$ cat src/rtl/spi_cfg_pkg.sv
// Shared constants, register map and FSM state type for the SPI configuration master.
package spi_cfg_pkg;

    localparam int unsigned FRAME_BITS = 16;
    localparam logic        WRITE_BIT  = 1'b1;
    localparam logic [6:0]  MAX_ADDR   = 7'd4;

    localparam logic [6:0] OUT_7_0  = 7'd0;
    localparam logic [6:0] OUT_15_8 = 7'd1;
    localparam logic [6:0] PWM_7_0  = 7'd2;
    localparam logic [6:0] PWM_15_8 = 7'd3;
    localparam logic [6:0] DUTY     = 7'd4;

    typedef enum logic [2:0] {
        StIdle,
        StSetup,
        StSclkHi,
        StSclkLo,
        StHold,
        StGap
    } state_e;

    function automatic logic [FRAME_BITS-1:0] build_frame(input logic [6:0] addr,
                                                          input logic [7:0] data);
        return {WRITE_BIT, addr, data};
    endfunction

endpackage

$ cat src/rtl/spi_rr_arbiter.sv
// Two-way round-robin arbiter: one-hot grant, priority pointer moves on each advance strobe.
module spi_rr_arbiter (
    input  logic       clk,
    input  logic       rst_n,
    input  logic [1:0] i_req,
    input  logic       i_advance,
    output logic [1:0] o_gnt
);

    // Set when requester 1 wins a tie.
    logic r_prio;

    always_comb begin
        o_gnt = 2'b00;
        case (i_req)
            2'b01:   o_gnt = 2'b01;
            2'b10:   o_gnt = 2'b10;
            2'b11:   o_gnt = r_prio ? 2'b10 : 2'b01;
            default: o_gnt = 2'b00;
        endcase
    end

    always_ff @(posedge clk or negedge rst_n) begin
        if (!rst_n) begin
            r_prio <= 1'b0;
        end else if (i_advance && (o_gnt != 2'b00)) begin
            r_prio <= o_gnt[0];
        end
    end

endmodule

$ cat src/rtl/spi_cfg_master.sv
// SPI mode-0 write-only master serialising 16-bit register writes from two requesters.
module spi_cfg_master
    import spi_cfg_pkg::*;
#(
    parameter int unsigned CLK_DIV = 4,
    parameter int unsigned GAP_CYC = 8
) (
    input  logic       clk,
    input  logic       rst_n,
    input  logic [1:0] i_req,
    input  logic [6:0] i_req_addr0,
    input  logic [6:0] i_req_addr1,
    input  logic [7:0] i_req_data0,
    input  logic [7:0] i_req_data1,
    output logic [1:0] o_gnt,
    output logic       o_err,
    output logic       o_done,
    output logic       o_done_id,
    output logic       o_busy,
    output logic       o_sclk,
    output logic       o_ncs,
    output logic       o_copi
);

    localparam logic [7:0] DIV_LAST = 8'(CLK_DIV - 1);
    localparam logic [7:0] GAP_LAST = 8'(GAP_CYC - 1);
    localparam logic [3:0] BIT_LAST = 4'(FRAME_BITS - 1);

    state_e r_state, w_state_nx;
    logic [7:0]            r_cnt, w_cnt_nx;
    logic [3:0]            r_bit, w_bit_nx;
    logic [FRAME_BITS-2:0] r_shift, w_shift_nx;
    logic                  r_sclk, w_sclk_nx;
    logic                  r_ncs, w_ncs_nx;
    logic                  r_copi, w_copi_nx;
    logic                  r_done, w_done_nx;
    logic                  r_done_id, w_done_id_nx;
    logic                  r_id, w_id_nx;
    logic                  r_run;

    logic [1:0]            w_arb_gnt;
    logic                  w_take;
    logic                  w_sel_id;
    logic [6:0]            w_sel_addr;
    logic [7:0]            w_sel_data;
    logic                  w_addr_bad;
    logic                  w_cnt_last;
    logic [FRAME_BITS-1:0] w_frame;

    // r_run keeps requests from being granted while reset is still asserted.
    assign w_take     = r_run && (r_state == StIdle) && (i_req != 2'b00);
    assign w_sel_id   = w_arb_gnt[1];
    assign w_sel_addr = w_sel_id ? i_req_addr1 : i_req_addr0;
    assign w_sel_data = w_sel_id ? i_req_data1 : i_req_data0;
    assign w_addr_bad = (w_sel_addr > MAX_ADDR);
    assign w_frame    = build_frame(w_sel_addr, w_sel_data);
    assign w_cnt_last = (r_cnt == DIV_LAST);

    spi_rr_arbiter u_arb (
        .clk       (clk),
        .rst_n     (rst_n),
        .i_req     (i_req),
        .i_advance (w_take),
        .o_gnt     (w_arb_gnt)
    );

    always_comb begin
        w_state_nx   = r_state;
        w_cnt_nx     = r_cnt;
        w_bit_nx     = r_bit;
        w_shift_nx   = r_shift;
        w_sclk_nx    = r_sclk;
        w_ncs_nx     = r_ncs;
        w_copi_nx    = r_copi;
        w_done_nx    = 1'b0;
        w_done_id_nx = r_done_id;
        w_id_nx      = r_id;

        unique case (r_state)
            StIdle: begin
                if (w_take && !w_addr_bad) begin
                    w_state_nx = StSetup;
                    w_cnt_nx   = 8'd0;
                    w_bit_nx   = 4'd0;
                    w_shift_nx = w_frame[FRAME_BITS-2:0];
                    w_copi_nx  = w_frame[FRAME_BITS-1];
                    w_ncs_nx   = 1'b0;
                    w_sclk_nx  = 1'b0;
                    w_id_nx    = w_sel_id;
                end
            end
            StSetup, StSclkLo: begin
                if (w_cnt_last) begin
                    w_state_nx = StSclkHi;
                    w_cnt_nx   = 8'd0;
                    w_sclk_nx  = 1'b1;
                end else begin
                    w_cnt_nx = r_cnt + 8'd1;
                end
            end
            StSclkHi: begin
                if (w_cnt_last) begin
                    w_cnt_nx  = 8'd0;
                    w_sclk_nx = 1'b0;
                    w_bit_nx  = r_bit + 4'd1;
                    if (r_bit == BIT_LAST) begin
                        w_state_nx = StHold;
                    end else begin
                        // Falling edge: present the next bit.
                        w_state_nx = StSclkLo;
                        w_copi_nx  = r_shift[FRAME_BITS-2];
                        w_shift_nx = {r_shift[FRAME_BITS-3:0], 1'b0};
                    end
                end else begin
                    w_cnt_nx = r_cnt + 8'd1;
                end
            end
            StHold: begin
                if (w_cnt_last) begin
                    w_state_nx   = StGap;
                    w_cnt_nx     = 8'd0;
                    w_ncs_nx     = 1'b1;
                    w_copi_nx    = 1'b0;
                    w_done_nx    = 1'b1;
                    w_done_id_nx = r_id;
                end else begin
                    w_cnt_nx = r_cnt + 8'd1;
                end
            end
            StGap: begin
                if (r_cnt == GAP_LAST) begin
                    w_state_nx = StIdle;
                    w_cnt_nx   = 8'd0;
                end else begin
                    w_cnt_nx = r_cnt + 8'd1;
                end
            end
            default: begin
                w_state_nx = StIdle;
                w_cnt_nx   = 8'd0;
            end
        endcase
    end

    always_ff @(posedge clk or negedge rst_n) begin
        if (!rst_n) begin
            r_state   <= StIdle;
            r_cnt     <= 8'd0;
            r_bit     <= 4'd0;
            r_shift   <= '0;
            r_sclk    <= 1'b0;
            r_ncs     <= 1'b1;
            r_copi    <= 1'b0;
            r_done    <= 1'b0;
            r_done_id <= 1'b0;
            r_id      <= 1'b0;
            r_run     <= 1'b0;
        end else begin
            r_state   <= w_state_nx;
            r_cnt     <= w_cnt_nx;
            r_bit     <= w_bit_nx;
            r_shift   <= w_shift_nx;
            r_sclk    <= w_sclk_nx;
            r_ncs     <= w_ncs_nx;
            r_copi    <= w_copi_nx;
            r_done    <= w_done_nx;
            r_done_id <= w_done_id_nx;
            r_id      <= w_id_nx;
            r_run     <= 1'b1;
        end
    end

    assign o_gnt     = w_take ? w_arb_gnt : 2'b00;
    assign o_err     = w_take && w_addr_bad;
    assign o_done    = r_done;
    assign o_done_id = r_done_id;
    assign o_busy    = (r_state != StIdle);
    assign o_sclk    = r_sclk;
    assign o_ncs     = r_ncs;
    assign o_copi    = r_copi;

endmodule

$ cat config.mk
export PLATFORM = sky130hd
export DESIGN_NAME = spi_cfg_master
export DESIGN_NICKNAME = d
export VERILOG_FILES = /design/src/rtl/spi_cfg_pkg.sv /design/src/rtl/spi_rr_arbiter.sv /design/src/rtl/spi_cfg_master.sv
export SDC_FILE = /design/constraint.sdc
export NUM_CORES = 1
export LEC_CHECK = 0
export BUFFER_PORTS_ARGS = -buffer_cell sky130_fd_sc_hd__buf_2
export CORE_UTILIZATION = 40
export DETAILED_ROUTE_END_ITERATION = 10
export PLACE_DENSITY = 0.58
export SLEW_MARGIN = 10
export SYNTH_ARGS = -nofsm -noshare
export SYNTH_HDL_FRONTEND = slang
export SYNTH_HIERARCHICAL = 1
export SYNTH_SLANG_ARGS = --single-unit
$ cat constraint.sdc
create_clock -name clk -period 3.1 [get_ports clk]
set_input_delay 0.31 -clock clk [delete_from_list [all_inputs] [get_ports clk]]
set_output_delay 0.31 -clock clk [all_outputs]
set_load 0.005 [all_outputs]
==> summary.md <==
| Metric | Value |
|---|---|
| Status | complete, no violations |
| Pre-antenna DRT Iters | 4 |
| Final core utilization | 0.492 |
| Layout cells sized above 1 | 0.298 |
| Final Max Slew Viols | 0 |
| Fmax | 425 MHz |
| CTS tree | built |
| Most common cell in the netlist | dfrtp_1 |
| Die area | 5820 µm² |
| Synth top area share | 0.420 |
| Seq cells post-synth | 38 |
| Clk slew on worst S/H paths | 80 ps |
| Startpoint Class | flip-flop |
| Worst EP arrival | 2520 ps |
| Post-Route WL | 4630 µm |
| Post-synthesis average cell area | 10.3 µm² |
| Crit share post-route | 0.758 |
| Seq/Total Area, Yosys | 0.432 |
| Via count | 1709 |
| Number of global-route vias before repair | 1673 |
| VDD IR max | 312 µV |
| Total CTS buffers | 5 |
| Post-Place Cell Area | 2470 µm² |
| CTS H-tree lvls | 2 |
| Area contributors post-synth | dfrtp_1, mux2i_1, mux2_4, a21oi_1, mux2_2 |
| Post-CTS Resized | 0 |
| Die X | 76.3 µm |
| Clock Sinks | 38 |
| Synthesized cell area | 2210 µm² |
| First DRT Iteration DRCs | 115 |
| Setup WS pre-CTS | 754 ps |
| # IOs | 43 |
| Post-Synthesis Cells | 215 |
| Mapped Nets | 251 |
| RSZ-0062 raised after global routing | no |
| Routability Congestion | 0.769 |
| Final WS setup | 749 ps |
| Initial antenna violation count | 0 |
| Via density | 5.21 |
| # rows | 26 |
| Post-CTS Setup Bufs | 0 |
| Yosys cell types | 47 |
| Port buffer count | 42 |
| PD cells | 358 nW/µm² |
| Slew headroom | 0.406 |
| Post-synth EDFFs | 0 |
| Post-route setup TNS | 0 ps |
| YS warnings | 6 |
| CTS max path bufs | 2 |
| Initial Utilization | 0.424 |
| Actual slew at the worst max-slew pin | 890 ps |
| Leakage Power | 1.29 nW |
| Hold Buf Count CTS | 0 |
| Clock Latency Late Sink | 280 ps |
| Overall power | 0.917 mW |
| Fin cells | 328 |
| Post-route minimum period | 2350 ps |
| Ys flop type | dfrtp_1 |
| CTS root buf | clkbuf_8 |
| Max-Cap Viols | 0 |
| Worst-path maximum fanout | 15 |
| Routed wire per std cell | 14.1 µm |
| Final setup fails | 0 |
| Total track usage | 0.172 |
| Die height | 76.3 µm |
| Worst hold path type | in -> async |
| Fin. Hold Viols | 0 |
| DP Wirelength | 3320 µm |
| CP endpoint kind | flip-flop |
| Largest net degree at the start of global routing | 39 |
| Synth top cells by count | dfrtp_1, nor2_1, a21oi_1 |
| First-pass GRT wire length | 7880 µm |
| Hold_ws | 141 ps |
| GRT Residual Overflow | 0 |
| Post-synth ARST share | 1.00 |
| Synth-to-Final Area Change | 16.2% |
| Post-route cell area | 2560 µm² |
| N_diodes | 0 |
| ANT nets after route | 0 |
| Remaining routing DRC violations | 0 |
| Core area | 5200 µm² |
| Worst Skew | 7.07 ps |
| Critical Path RT | 3270 ps |
| Final net count | 293 |
| DP Cell Count | 320 |
| Area leader, netlist | dfrtp_1 |
| Worst setup path class | reg -> reg |
-- routing by layer --
layer	vias to the layer above	share of wire	GRT usage	wire, µm
met2	32	0.45	0.272	2060
li1	858	-	-	-
met3	4	0.027	0.0359	126
met4	0	0.011	0.0519	53
met1	815	0.52	0.236	2390
met5	-	0	0	0
-- state kept, by name, summed over array words and instances (netlist names) --
register      cells
r_run             1
r_id              1
r_state           3
r_bit             4
r_shift          15
o_copi            1
o_done_id         1
o_done            1
u_arb/r_prio      1
o_sclk            1
r_cnt             8
o_ncs             1
-- logic make-up (layout without fill, tap and decap cells) --
logic type | Yosys count | in the layout | share of synthesized area
xor gates and xnor gates | 2 | 2 | 0.00794
DFF | 38 | 38 | 0.432
buffers and inverters | 17 | 60 | 0.0403
and+or+nand+nor | 70 | 70 | 0.174
other | 1 | 1 | 0.00170
muxes | 32 | 32 | 0.167
adders and majority gates | 2 | 2 | 0.0113
AOI/OAI and AO/OA | 53 | 53 | 0.166
-- final cells by class --
class                      count  area, µm²
clock inverter                 1       5.00
tap                           70       87.6
clock buffer                   7       86.3
multi-input combinational    160       1170
timing repair buffer          46        240
fill                         510       2640
inverter                       6       22.5
sequential                    38        952
-- path summary, 6_finish.rpt --
kind / start / endpoint / slack [ps] / cells after the start
max reg2reg: u_arb/r_prio / r_shift[1] / 750 / 8
min: rst_n / u_arb/r_prio / 140 / 1
max in group asynchronous: rst_n / r_id / 2400 / 1
min reg2reg: r_shift[0] / r_shift[0] / 490 / 1
min in group clk: i_req[1] / u_arb/r_prio / 250 / 2
max: u_arb/r_prio / r_shift[1] / 750 / 8
-- critical path: stages, from the launching register on --
cell,delay [ps]
dfrtp_1,390
inv_1,60
a21boi_2,310
nand2_1,120
o22a_1,270
and3_1,280
a31oi_4,160
buf_4,280
mux2_2,360
-- where the power goes --
| part | total [mW] | leakage (nW) | switching, mW | internal [mW] |
|---|---|---|---|---|
| Combinational | 0.0691 | 0.736 | 0.0362 | 0.0329 |
| Sequential | 0.496 | 0.505 | 0.000152 | 0.496 |
| Clock | 0.351 | 0.0482 | 0.172 | 0.180 |
| Total | 0.917 | 1.29 | 0.208 | 0.709 |
-- cells in the final DEF, fill, tap and decap left out, types with 6 or more instances in the layout --
cell type	instances
mux2_4	8
clkbuf_8	6
nor2_1	21
buf_2	42
o21ai_0	11
nand3_1	8
mux2_2	7
nand2b_1	8
dfrtp_1	37
inv_1	6
nand2_1	10
mux2i_1	17
a21oi_1	18
Note: power is estimated with default switching activity, not from simulation.
